[src/rtl/uart_tx_dma_controller.sv]
// Memory-to-UART DMA engine: on a start edge, reads transfer_size bytes from
// memory beginning at start_address and sends each byte as an 8N1 frame on tx.
module uart_tx_dma_controller #(
    parameter int DATA_WIDTH   = 8,
    parameter int ADDR_WIDTH   = 8,
    parameter int SIZE_WIDTH   = 8,
    parameter int CLKS_PER_BIT = 4
) (
    input  logic                  clk,
    input  logic                  rstn,
    input  logic                  start,
    input  logic [ADDR_WIDTH-1:0] start_address,
    input  logic [SIZE_WIDTH-1:0] transfer_size,
    output logic [ADDR_WIDTH-1:0] mem_read_address,
    output logic                  mem_read_enable,
    input  logic [DATA_WIDTH-1:0] mem_read_data,
    output logic                  tx,
    output logic                  busy,
    output logic                  done,
    output logic [SIZE_WIDTH-1:0] bytes_sent
);
    localparam int FRAME_BITS = DATA_WIDTH + 2;
    localparam int BIT_W      = $clog2(FRAME_BITS);
    localparam int BAUD_W     = $clog2(CLKS_PER_BIT);
    localparam logic [BIT_W-1:0]  LAST_BIT  = BIT_W'(FRAME_BITS - 1);
    localparam logic [BAUD_W-1:0] LAST_TICK = BAUD_W'(CLKS_PER_BIT - 1);

    // Handshakes: start is edge-triggered and honoured only in IDLE; done is a level
    // that holds until start is seen low in IDLE. mem_read_enable is a one-cycle strobe
    // and the memory returns mem_read_data on the following cycle, captured in LOAD.
    typedef enum logic [2:0] {S_IDLE, S_REQ, S_LOAD, S_SEND, S_DONE} state_t;

    state_t                  state, state_n;
    logic                    start_prev, start_edge;
    logic [SIZE_WIDTH-1:0]   size_q, size_n, sent_n, sent_inc;
    logic [ADDR_WIDTH-1:0]   addr_n;
    logic                    ren_n, tx_n, busy_n, done_n;
    logic [DATA_WIDTH:0]     shift_q, shift_n;
    logic [BIT_W-1:0]        bit_cnt, bit_n;
    logic [BAUD_W-1:0]       baud_cnt, baud_n;

    assign start_edge = start && !start_prev;
    assign sent_inc   = bytes_sent + SIZE_WIDTH'(1);

    always_comb begin
        state_n = state;
        size_n  = size_q;
        sent_n  = bytes_sent;
        addr_n  = mem_read_address;
        ren_n   = 1'b0;
        tx_n    = tx;
        busy_n  = busy;
        done_n  = done;
        shift_n = shift_q;
        bit_n   = bit_cnt;
        baud_n  = baud_cnt;
        case (state)
            S_IDLE: begin
                tx_n = 1'b1;
                if (start_edge) begin
                    done_n = 1'b0;
                    sent_n = '0;
                    if (transfer_size != '0) begin
                        size_n  = transfer_size;
                        addr_n  = start_address;
                        ren_n   = 1'b1;
                        busy_n  = 1'b1;
                        state_n = S_REQ;
                    end else begin
                        state_n = S_DONE;
                    end
                end else if (!start) begin
                    done_n = 1'b0;
                end
            end
            S_REQ: state_n = S_LOAD;
            S_LOAD: begin
                // The shift register carries the stop bit above the data byte.
                shift_n = {1'b1, mem_read_data};
                tx_n    = 1'b0;
                bit_n   = '0;
                baud_n  = '0;
                state_n = S_SEND;
            end
            S_SEND: begin
                if (baud_cnt == LAST_TICK) begin
                    baud_n = '0;
                    if (bit_cnt == LAST_BIT) begin
                        sent_n = sent_inc;
                        addr_n = mem_read_address + ADDR_WIDTH'(1);
                        if (sent_inc == size_q) begin
                            state_n = S_DONE;
                        end else begin
                            ren_n   = 1'b1;
                            state_n = S_REQ;
                        end
                    end else begin
                        bit_n   = bit_cnt + BIT_W'(1);
                        tx_n    = shift_q[0];
                        shift_n = {1'b1, shift_q[DATA_WIDTH:1]};
                    end
                end else begin
                    baud_n = baud_cnt + BAUD_W'(1);
                end
            end
            S_DONE: begin
                done_n  = 1'b1;
                busy_n  = 1'b0;
                state_n = S_IDLE;
            end
            default: state_n = S_IDLE;
        endcase
    end

    always_ff @(posedge clk or negedge rstn) begin
        if (!rstn) begin
            state            <= S_IDLE;
            start_prev       <= 1'b0;
            size_q           <= '0;
            bytes_sent       <= '0;
            mem_read_address <= '0;
            mem_read_enable  <= 1'b0;
            tx               <= 1'b1;
            busy             <= 1'b0;
            done             <= 1'b0;
            shift_q          <= '1;
            bit_cnt          <= '0;
            baud_cnt         <= '0;
        end else begin
            state            <= state_n;
            start_prev       <= start;
            size_q           <= size_n;
            bytes_sent       <= sent_n;
            mem_read_address <= addr_n;
            mem_read_enable  <= ren_n;
            tx               <= tx_n;
            busy             <= busy_n;
            done             <= done_n;
            shift_q          <= shift_n;
            bit_cnt          <= bit_n;
            baud_cnt         <= baud_n;
        end
    end
endmodule

[config.mk]
export PLATFORM = sky130hd
export DESIGN_NAME = uart_tx_dma_controller
export DESIGN_NICKNAME = d
export VERILOG_FILES = /design/src/rtl/uart_tx_dma_controller.sv
export SDC_FILE = /design/constraint.sdc
export NUM_CORES = 1
export LEC_CHECK = 0
export BUFFER_PORTS_ARGS = -buffer_cell sky130_fd_sc_hd__clkbuf_2
export CORE_MARGIN = 4
export CORE_UTILIZATION = 25
export CTS_BUF_LIST = sky130_fd_sc_hd__clkbuf_8
export CTS_CLUSTER_SIZE = 8
export DETAILED_ROUTE_END_ITERATION = 10
export PLACE_DENSITY_LB_ADDON = 0.12
export SYNTH_ARGS = -nofsm -noshare
export SYNTH_HDL_FRONTEND = slang
export SYNTH_SLANG_ARGS = --single-unit
[constraint.sdc]
create_clock -name clk -period 1.8 [get_ports clk]
set_input_delay 0.36 -clock clk [delete_from_list [all_inputs] [get_ports clk]]
set_output_delay 0.36 -clock clk [all_outputs]
set_load 0.02 [all_outputs]
## Word-level counts from Yosys, hierarchy flattened

Index checks and enable logic that the tools add are counted.

- Add/sub/neg operators: 4
- $mul: 0
- Divide/modulo/power cells: 0
- Magnitude comparators: 0
- Equality and inequality tests: 13
- Shifts and indexed selects: 0
- Mux-type cells: 38
- Bitwise operators: 0
- Reduce and logical (&&, ||, !) cells: 16

Operators by type and width:

| cell | count |
|---|---|
| $mux 8 | 7 |
| $pmux 8 s2 | 2 |
| $mux 9 | 2 |
| $pmux 9 s2 | 1 |
| $add 8x1->8 const B | 2 |
| $mux 3 | 5 |
| $reduce_and 3->1 | 5 |
| $pmux 3 s4 | 1 |
| $mux 1 | 11 |
| $ne 2x2->1 const B | 5 |
| $eq 8x8->1 | 1 |
| $mux 4 | 2 |
| $pmux 4 s2 | 1 |
| $reduce_bool 8->1 | 1 |
| $eq 3x2->1 const B | 2 |
| $pmux 1 s2 | 3 |
| $reduce_bool 2->1 | 3 |
| $reduce_and 5->1 | 1 |
| $add 4x1->4 const B | 1 |
| $eq 4x4->1 const B | 1 |
| $pmux 2 s2 | 1 |
| $reduce_and 4->1 | 1 |
| $eq 3x1->1 const B | 1 |
| $eq 3x3->1 const B | 1 |
| 10 further kinds | 10 |

- Flip-flop bits (word level): 47
- Bits in latches: 0
- Bits in writable memories: 0
- Bits in read-only memories: 0
- Input port bits: 27
- Output and inout bits: 20
- Memories kept: 0

## Logic depth before layout (Yosys ltp)

Gate-level depths: netlist (run 1).

- Depth in word-level cells: 6
- Depth in mapped cells: 9

## Least setup slack after synthesis (run 1)

OpenSTA, ideal clock, no wires.

- Kind: register -> register
- Start: register bytes_sent[0]
- End: register state[2]
- Library setup time: 96 ps
- Arrival time: 1874 ps
- Data required time: 1704 ps
- Slack: -170 ps
- Stages on the path, launching flop included: 7
- Buffers on the path: 0
- Period minus slack after synthesis: 1970 ps
- Cells stage by stage: dfrtp_1 -> ha_1 -> nand3_4 -> nor2_4 -> xnor2_1 -> or4_1 -> o32ai_2

- Cells in the longest elaborated chain, start to end: 6

Ends and longest elaborated chain:

| item | RTL line | source |
|---|---|---|
| start: declaration | 20 | `output logic [SIZE_WIDTH-1:0] bytes_sent` |
| start signal: assignment | 133 | `bytes_sent <= sent_n;` |
| $add 8x1->8 | 43 | `assign sent_inc = bytes_sent + SIZE_WIDTH'(1);` |
| $eq 8x8->1 | 91 | `if (sent_inc == size_q) begin` |
| $mux 3 | 91 |  |
| $mux 3 | 88 | `if (bit_cnt == LAST_BIT) begin` |
| $mux 3 | 86 | `if (baud_cnt == LAST_TICK) begin` |
| $pmux 3 s4 | 57 | `case (state)` |
| end signal: assignment | 130 | `state <= state_n;` |
| end: declaration | 33 | `state_t state, state_n;` |

No other way between the ends. The select of a mux whose other input is x is not followed.
A chain may end at the register's enable or synchronous reset.

## Worst setup path after layout (run 1)

- Start: register state[1]
- End: register size_q[5]

- Cells in the longest elaborated chain, start to end: 2

Ends and longest elaborated chain:

| item | RTL line | source |
|---|---|---|
| $logic_not 3->1 | 57 |  |
| $reduce_and 3->1 (no source line) | - |  |
| end signal: assignment | 132 | `size_q <= size_n;` |
| end: declaration | 35 | `logic [SIZE_WIDTH-1:0] size_q, size_n, sent_n, sent_inc;` |

No other way between the ends.

==> flow_metrics.py, run 1 <==
metrics = {
    "hold_path": {
        "hp-class": "in2async",
    },
    "clock_network": {
        "clockBufferDepth": 2,
        "numClockSinks": 46,
        "cts_buffers": 5,
        "cts_hold_buffers": 0,
        "cts_tree": "built",
        "insertion_delay_ps": 310,
        "htreeDepth": 2,
        "cts-root-buf": "clkbuf_8",
        "cts.clk_slew.worst_paths_ps": 100,
    },
    "grt": {
        "grt_max_degree": 32,
        "antenna_found_initial": 0,
        "grt_usage_pct": 11.7,
        "grt_pass1_vias": 2127,
        "grt_overflow_total": 0,
        "grt_pass1_wl_mm": 10.9,
    },
    "synth": {
        "ys_seq_area_share_pct": 46.4,
        "synthCells": 260,
        "syn_avg_cell_area_sq_um": 9.64,
        "ys.flop_type": "dfrtp_1",
        "ys_seq_elements": 46,
        "synthesis.area_sq_um": 2510,
        "yosysWarningCount": 0,
        "async_flop_share_pct": 100,
        "synth_edf_count": 0,
        "syn_nets": 292,
        "synth_cell_type_count": 52,
    },
    "setup_path": {
        "critPathSlowestCell": "or4b_1",
        "required_ps": 1990,
        "crit_buf_inv": 1,
        "reg2regPathDepth": 4,
        "critical_path_class": "reg2reg",
        "cp-end-kind": "register",
        "max_stage_delay_ps": 510,
        "startpoint_type": "register",
        "worstPathMaxFanout": 5,
        "crit_chain": "or4b_1 -> a211o_1 -> buf_6 -> mux2_4",
        "rr_startpoint": "state[1]",
        "cp_top_family": "simple AND/OR/NAND/NOR gates",
        "startpoint": "state[1]",
        "critPathArrivalTime_ps": 2010,
        "regToRegSetupSlack_ps": -20,
        "rr_endpoint": "size_q[5]",
    },
    "drt": {
        "highest_layer": "met4",
        "dr.first_iter.drc_count": 66,
        "vias_per_cell": 4.56,
        "wl_met2_mm": 2.99,
        "drc": 0,
        "first_pass_iters": 4,
        "vias": 2125,
        "wl_met3_microns": 212,
        "wirelength_mm": 6.57,
        "routedWlPerCell_microns": 14.1,
        "met1Wirelength_mm": 3.27,
        "drtAntennaViolNets": 0,
    },
    "timing": {
        "period_share_pct": 101,
        "finalCriticalPeriod_ps": 1820,
        "setup_viol": 4,
        "rsz0062_at_grt": "true",
        "fmax_mhz": 550,
        "fin_hold_ws_ps": -2.52,
        "fin_ws_ps": -17.2,
        "slew_headroom_pct": 68.7,
        "finalHoldViolCount": 3,
        "fin_tns_setup_ps": -51.0,
        "skew_ps": 9.93,
        "drv_slew": 0,
        "worstMarginPinSlew_ps": 470,
    },
    "die": {
        "die_y_microns": 108,
        "start_util_pct": 25.7,
        "die_w_microns": 108,
        "num_rows": 36,
        "die_area_sq_um": 11700,
        "core_area_sq_um": 9770,
        "io_pins": 47,
    },
    "power": {
        "p_leak_nw": 1.47,
        "pwr-share-comb_pct": 43.7,
        "sw_frac_of_total_pct": 40.6,
        "pwr-share-clk_pct": 15.8,
        "finalPower_mw": 4.18,
        "power_density_nw_per_um2": 1280,
        "p_sw_mw": 1.70,
        "p_int_mw": 2.48,
        "ir_worst_vdd_uv": 383,
        "seqPwrFrac_pct": 40.5,
    },
    "outcome": {
        "status": "complete, but fails checks",
        "failed_checks": "hold timing, setup timing",
    },
    "place": {
        "hpwl_mm": 4.88,
        "gp_congestion": 0.739,
        "io_buffers": 46,
        "preCtsSetupSlack_ps": -3.22,
        "dp_cells": 456,
        "placed_area_sq_um": 3080,
    },
    "cells_and_area": {
        "fin_util_pct": 33.3,
        "nets": 364,
        "antenna-diode-count": 0,
        "fin_cells": 466,
        "final_area_sq_um": 3260,
        "final_cell_mix": "46 x clkbuf_2, 39 x nand2_1, 33 x dfrtp_1",
        "layout-drive-gt1-share_pct": 39.3,
        "mostFrequentLayoutCell": "clkbuf_2",
        "syn_to_final_growth_pct": 29.8,
    },
    "run": {
        "cap_violations": 0,
    },
}
==> power groups by stage <==
stage               logic, mW  registers [mW]  clock network [mW]
CTS                      1.82            1.68               0.689
global placement         1.78            1.71                   0
floorplan               0.996            1.86                   0
finish                   1.83            1.69               0.659
detailed placement       1.79            1.71                   0
global route             2.06            1.75               0.728
==> Yosys cell counts, types with 2 or more instances <==
cell,n,area [sq um]
a211oi_1,2,15.0
a21oi_1,12,60.1
a22o_1,3,26.3
a31oi_1,12,75.1
and3_1,2,12.5
buf_2,4,20.0
buf_6,3,33.8
clkbuf_1,5,18.8
dfrtp_1,37,926
dfstp_2,9,236
ha_1,5,62.6
inv_1,5,18.8
mux2_4,8,120
nand2_1,39,146
nand3_1,6,30.0
nand4_1,2,12.5
nor2_1,20,75.1
nor2b_1,3,18.8
nor3_1,3,15.0
nor4_1,4,25.0
o21ai_0,18,90.1
o21ai_1,10,50.1
o22ai_1,2,12.5
o31ai_1,3,22.5
o41ai_1,2,17.5
or3_1,2,12.5
xnor2_1,9,78.8
xor2_1,6,52.6
==> routing by layer <==
layer	up-vias	track usage (%)
li1	1073	-
met1	1010	16.1
met2	34	18.5
met3	8	2.51
met4	0	3.43
met5	-	0
==> area by class of cell <==
| class | instances | area [sq um] |
|---|---|---|
| fill | 1035 | 6520 |
| multi-input combinational | 197 | 1330 |
| sequential | 46 | 1170 |
| timing repair buffer | 77 | 487 |
| tap | 133 | 166 |
| clock buffer | 5 | 68.8 |
| clock inverter | 3 | 21.3 |
| inverter | 5 | 18.8 |
==> how the worst max path moves through the flow <==
| stage | endpoint | cells past startpoint |
|---|---|---|
| 4_1_cts | size_q[5] | 4 |
| 5_1_grt | state[2] | 6 |
| 6_report | size_q[5] | 4 |
| 3_3_place_gp | size_q[7] | 5 |
| 3_5_place_dp | size_q[5] | 5 |
| 2_1_floorplan | size_q[0] | 5 |
==> registers in the layout, indices dropped and copies added (netlist names) <==
name,flops
mem_read_address,8
done,1
shift_q,8
state,3
busy,1
baud_cnt,2
mem_read_enable,1
start_prev,1
size_q,8
bit_cnt,4
tx,1
bytes_sent,8
==> kinds of logic (layout without fill, tap and decap cells) <==
logic type | count (synthesis) | after routing | share of synthesized area (%)
AOI/OAI and AO/OA | 71 | 71 | 17.5
muxes | 9 | 9 | 5.19
xor gates and xnor gates | 15 | 15 | 5.24
and+or+nand+nor | 97 | 97 | 19.6
DFF | 46 | 46 | 46.4
buffers and inverters | 17 | 90 | 3.64
adders and majority gates | 5 | 5 | 2.50
==> repair_timing <==
| action | 4_1_cts | 5_1_grt |
|---|---|---|
| setup buffers | 1 | 1 |
| resized for setup | 1 | 20 |
| hold endpoints to repair | 0 | 0 |
| endpoints found under the setup margin | 5 | 32 |
| pin swaps | 0 | 7 |
No activity file was read; power rests on OpenSTA's default activity.
==> inputs of run 2 (changes only) <==
--- a/config.mk
+++ b/config.mk
@@ -6,6 +6,8 @@
 export NUM_CORES = 1
 export LEC_CHECK = 0
 export BUFFER_PORTS_ARGS = -buffer_cell sky130_fd_sc_hd__clkbuf_2
+export CELL_PAD_IN_SITES_DETAIL_PLACEMENT = 1
+export CELL_PAD_IN_SITES_GLOBAL_PLACEMENT = 1
 export CORE_MARGIN = 4
 export CORE_UTILIZATION = 25
 export CTS_BUF_LIST = sky130_fd_sc_hd__clkbuf_8
==> flow_metrics.py, run 2 (synthesis results as in run 1) <==
metrics = {
    "hold_path": {
        "hp-class": "in2async",
    },
    "clock_network": {
        "cts.clk_slew.worst_paths_ps": 100,
        "cts-root-buf": "clkbuf_8",
        "cts_tree": "built",
        "insertion_delay_ps": 310,
        "numClockSinks": 46,
        "htreeDepth": 2,
        "clockBufferDepth": 2,
        "cts_buffers": 5,
    },
    "setup_path": {
        "critical_path_class": "reg2reg",
        "regToRegSetupSlack_ps": 3,
        "startpoint_type": "register",
        "critPathArrivalTime_ps": 1990,
        "rr_startpoint": "state[0]",
        "required_ps": 1990,
        "worstPathMaxFanout": 5,
        "startpoint": "state[0]",
        "cp-end-kind": "register",
    },
    "grt": {
        "grt_overflow_total": 0,
        "grt_max_degree": 47,
        "grt_usage_pct": 12.5,
        "grt_pass1_vias": 2237,
        "antenna_found_initial": 0,
        "grt_pass1_wl_mm": 11.5,
    },
    "timing": {
        "worstMarginPinSlew_ps": 470,
        "period_share_pct": 99.9,
        "fin_ws_ps": 2.67,
        "setup_viol": 0,
        "drv_slew": 0,
        "fin_hold_ws_ps": 20.7,
        "slew_headroom_pct": 68.4,
        "rsz0062_at_grt": "true",
        "fmax_mhz": 556,
        "skew_ps": 19.6,
        "finalHoldViolCount": 0,
        "finalCriticalPeriod_ps": 1800,
        "fin_tns_setup_ps": 0,
    },
    "power": {
        "pwr-share-comb_pct": 42.9,
        "p_sw_mw": 1.71,
        "sw_frac_of_total_pct": 38.7,
        "p_int_mw": 2.71,
        "power_density_nw_per_um2": 1330,
        "seqPwrFrac_pct": 38.6,
        "pwr-share-clk_pct": 18.5,
        "ir_worst_vdd_uv": 398,
        "finalPower_mw": 4.43,
        "p_leak_nw": 1.52,
    },
    "die": {
        "die_w_microns": 108,
        "die_area_sq_um": 11700,
        "num_rows": 36,
        "io_pins": 47,
        "die_y_microns": 108,
        "start_util_pct": 25.7,
        "core_area_sq_um": 9770,
    },
    "drt": {
        "wirelength_mm": 7.11,
        "vias": 2182,
        "vias_per_cell": 4.63,
        "dr.first_iter.drc_count": 29,
        "drc": 0,
        "routedWlPerCell_microns": 15.1,
        "drtAntennaViolNets": 0,
        "first_pass_iters": 4,
    },
    "cells_and_area": {
        "antenna-diode-count": 0,
        "layout-drive-gt1-share_pct": 38.8,
        "nets": 369,
        "final_cell_mix": "46 x clkbuf_2, 39 x nand2_1, 33 x dfrtp_1",
        "fillers": 1173,
        "syn_to_final_growth_pct": 33.2,
        "mostFrequentLayoutCell": "clkbuf_2",
    },
    "place": {
        "io_buffers": 46,
        "preCtsSetupSlack_ps": -17.5,
        "hpwl_mm": 5.16,
        "gp_congestion": 0.761,
    },
    "run": {
        "cap_violations": 0,
    },
    "outcome": {
        "status": "finished, final reports clean",
    },
}
-- run 2: cell types whose count changed in the layout (fill, tap and decap cells not counted), sizes merged --
cell / change
clkbuf: +1
buf: +4
clkinvlp: -1
and2: +1
inv: +1
clkinv: -2
bufinv: +1
-- run 2: area by class of cell --
class / count / area (sq um) / area share [%]
multi-input combinational: 198 / 1330 / 39.9
sequential: 46 / 1170 / 35.0
timing repair buffer: 81 / 538 / 16.1
tap: 133 / 166 / 4.98
clock buffer: 6 / 82.6 / 2.47
clock inverter: 2 / 33.8 / 1.01
inverter: 5 / 18.8 / 0.562
-- run 2: timing repair --
| action | CTS | global route |
|---|---|---|
| resized for setup | 2 | 14 |
| gates cloned | 0 | 1 |
| pin swaps | 1 | 4 |
| buffers inserted | 0 | 3 |
| hold buffers | 0 | 0 |
| endpoints found under the setup margin | 2 | 21 |
-- run 2: per-layer routing --
metal  vias up  routed length (microns)  part of all wire [%]  global-route usage (%)
met4         0                       87                   1.2                    3.79
li1       1083                        -                     -                       -
met3         6                      174                   2.4                    2.39
met5         -                        0                     0                       0
met2        26                     3320                    47                    19.7
met1      1067                     3520                    50                    17.3
-- run 2: worst paths after layout --
| path | cells past startpoint | to |
|---|---|---|
| max in group asynchronous | 2 | shift_q[6] |
| max | 4 | size_q[4] |
| min reg2reg | 2 | shift_q[4] |
| max reg2reg | 4 | size_q[4] |
| min | 2 | bytes_sent[2] |
| min in group clk | 1 | start_prev |
-- run 2: worst max-delay path, stage by stage, from the launching register on --
cell and delay, ps:
dfrtp_1 390, or4b_4 540, a211o_4 320, buf_6 160, mux2_4 290
-- run 2: power by group through the flow --
stage,clock (mW),sequential (mW),combinational [mW]
finish,0.821,1.71,1.90
floorplan,0,1.86,0.996
global route,0.893,1.76,2.13
CTS,0.856,1.70,1.89
detailed placement,0,1.72,1.87
global placement,0,1.72,1.85
-- run 2: through the flow --
| step | instance area, sq um | utilization [%] | instances |
|---|---|---|---|
| 2_1_floorplan | 2530 | - | 260 |
| 3_3_place_gp | 3130 | 32.0 | 459 |
| 3_5_place_dp | 3130 | 32.0 | 459 |
| 4_1_cts | 3250 | 33.2 | 467 |
| 5_1_grt | 3340 | 34.2 | 471 |
| 6_report | 3340 | 34.2 | 471 |
==> inputs of run 3 (changes only) <==
==> constraint.sdc (replaced) <==
create_clock -name clk -period 1.45 [get_ports clk]
set_input_delay 0.29 -clock clk [delete_from_list [all_inputs] [get_ports clk]]
set_output_delay 0.29 -clock clk [all_outputs]
set_load 0.02 [all_outputs]
==> flow_metrics.py, run 3 (synthesis results as in run 1) <==
metrics = {
    "timing": {
        "period_share_pct": 126,
        "finalCriticalPeriod_ps": 1830,
        "drv_slew": 0,
        "fin_ws_ps": -380,
        "fin_tns_setup_ps": -7680,
        "fmax_mhz": 547,
        "setup_viol": 33,
        "slew_headroom_pct": 77.4,
        "rsz0062_at_grt": "true",
        "skew_ps": 7.89,
        "worstMarginPinSlew_ps": 337,
        "finalHoldViolCount": 0,
        "fin_hold_ws_ps": 176,
    },
    "drt": {
        "first_pass_iters": 4,
        "wirelength_mm": 7.70,
        "vias": 2424,
        "drtAntennaViolNets": 0,
        "routedWlPerCell_microns": 14.7,
        "drc": 0,
        "vias_per_cell": 4.62,
        "dr.first_iter.drc_count": 29,
    },
    "grt": {
        "grt_pass1_vias": 2542,
        "grt_pass1_wl_mm": 12.7,
        "antenna_found_initial": 0,
        "grt_overflow_total": 0,
        "grt_usage_pct": 13.8,
        "grt_max_degree": 47,
    },
    "clock_network": {
        "insertion_delay_ps": 300,
        "numClockSinks": 46,
        "cts_buffers": 5,
        "cts.clk_slew.worst_paths_ps": 90,
        "cts_tree": "built",
        "cts-root-buf": "clkbuf_8",
        "clockBufferDepth": 2,
        "htreeDepth": 2,
    },
    "setup_path": {
        "worstPathMaxFanout": 4,
        "cp-end-kind": "register",
        "startpoint_type": "register",
        "critPathArrivalTime_ps": 2040,
        "critical_path_class": "reg2reg",
        "reg2regPathDepth": 6,
        "required_ps": 1660,
    },
    "die": {
        "io_pins": 47,
        "die_w_microns": 108,
        "start_util_pct": 25.7,
        "die_y_microns": 108,
        "core_area_sq_um": 9770,
        "num_rows": 36,
        "die_area_sq_um": 11700,
    },
    "outcome": {
        "failed_checks": "setup timing",
        "status": "complete, but fails checks",
    },
    "place": {
        "preCtsSetupSlack_ps": -380,
        "io_buffers": 46,
        "hpwl_mm": 5.52,
        "gp_congestion": 0.722,
        "dp_cells": 505,
    },
    "power": {
        "ir_worst_vdd_uv": 736,
        "power_density_nw_per_um2": 1610,
        "p_leak_nw": 1.83,
    },
    "cells_and_area": {
        "multi_input_area_sq_um": 1550,
        "final_cell_mix": "72 x buf_4, 45 x clkbuf_2, 36 x nand2_1",
        "layout-drive-gt1-share_pct": 56.4,
        "regArea_sq_um": 1170,
        "antenna-diode-count": 0,
        "fin_cells": 525,
        "fillers": 1141,
        "nets": 423,
        "syn_to_final_growth_pct": 59.5,
        "mostFrequentLayoutCell": "buf_4",
    },
    "run": {
        "cap_violations": 0,
    },
    "hold_path": {
        "hp-class": "in2reg",
        "hold_depth": 3,
    },
}
-- run 3: changes by cell type in the layout (fill, tap and decap cells not counted), sizes merged --
| cell | previous run | this run |
|---|---|---|
| buf | 35 | 89 |
| clkbuf | 52 | 50 |
| dlygate4sd3 | 0 | 1 |
| inv | 6 | 7 |
-- run 3: final cells by class --
cell class              count  share of cell area (%)
multi-input cells         198                    38.7
flip-flops and latches     46                    29.2
repair buffers            135                    24.8
well taps                 133                    4.16
clock buffers               5                    1.72
clock inverters             3                   0.939
inverters                   5                   0.469
-- run 3: worst paths after layout --
| path | to | slack [ps] | start |
|---|---|---|---|
| max | state[2] | -380 | bytes_sent[1] |
| min | shift_q[6] | 180 | mem_read_data[6] |
| max reg2reg | state[2] | -380 | bytes_sent[1] |
| min reg2reg | shift_q[6] | 490 | shift_q[7] |
| max in group asynchronous | tx | 640 | rstn |
| min in group asynchronous | mem_read_address[2] | 510 | rstn |
-- run 3: critical path, cell delays in order (launching register included) --
cell and delay [ps]:
dfrtp_2 450, ha_4 190, xor2_2 140, xnor2_1 140
nand4_1 130, or4_4 460, o32ai_4 220
-- run 3: metrics by stage --
step	instance area, sq um	utilization, %	power (mW)
2_1_floorplan	2590	-	3.64
3_3_place_gp	3490	35.8	4.88
4_1_cts	3850	39.4	6.19
3_5_place_dp	3490	35.8	4.93
6_report	4000	40.9	6.42
5_1_grt	4000	40.9	6.94
-- run 3: per-layer routing --
layer | GRT usage (%) | part of all wire (%)
met5 | 0 | 0
met4 | 3.79 | 1.1
met3 | 2.39 | 2.7
met2 | 23.7 | 52
met1 | 17.8 | 45
-- run 3: power breakdown --
group | internal [mW] | leakage [nW] | switching [mW]
Sequential | 1.72 | 0.537 | 0.388
Combinational | 1.73 | 1.23 | 1.61
Clock | 0.503 | 0.0607 | 0.463
Total | 3.96 | 1.83 | 2.46
-- run 3: repair_timing --
item                       4_1_cts  5_1_grt
buffers inserted                10        6
hold buffers                     1        0
cloned                           1        1
setup endpoints to repair       36       41
resized for setup               39       36
hold endpoints to repair        37        0
pin swaps                       15       10
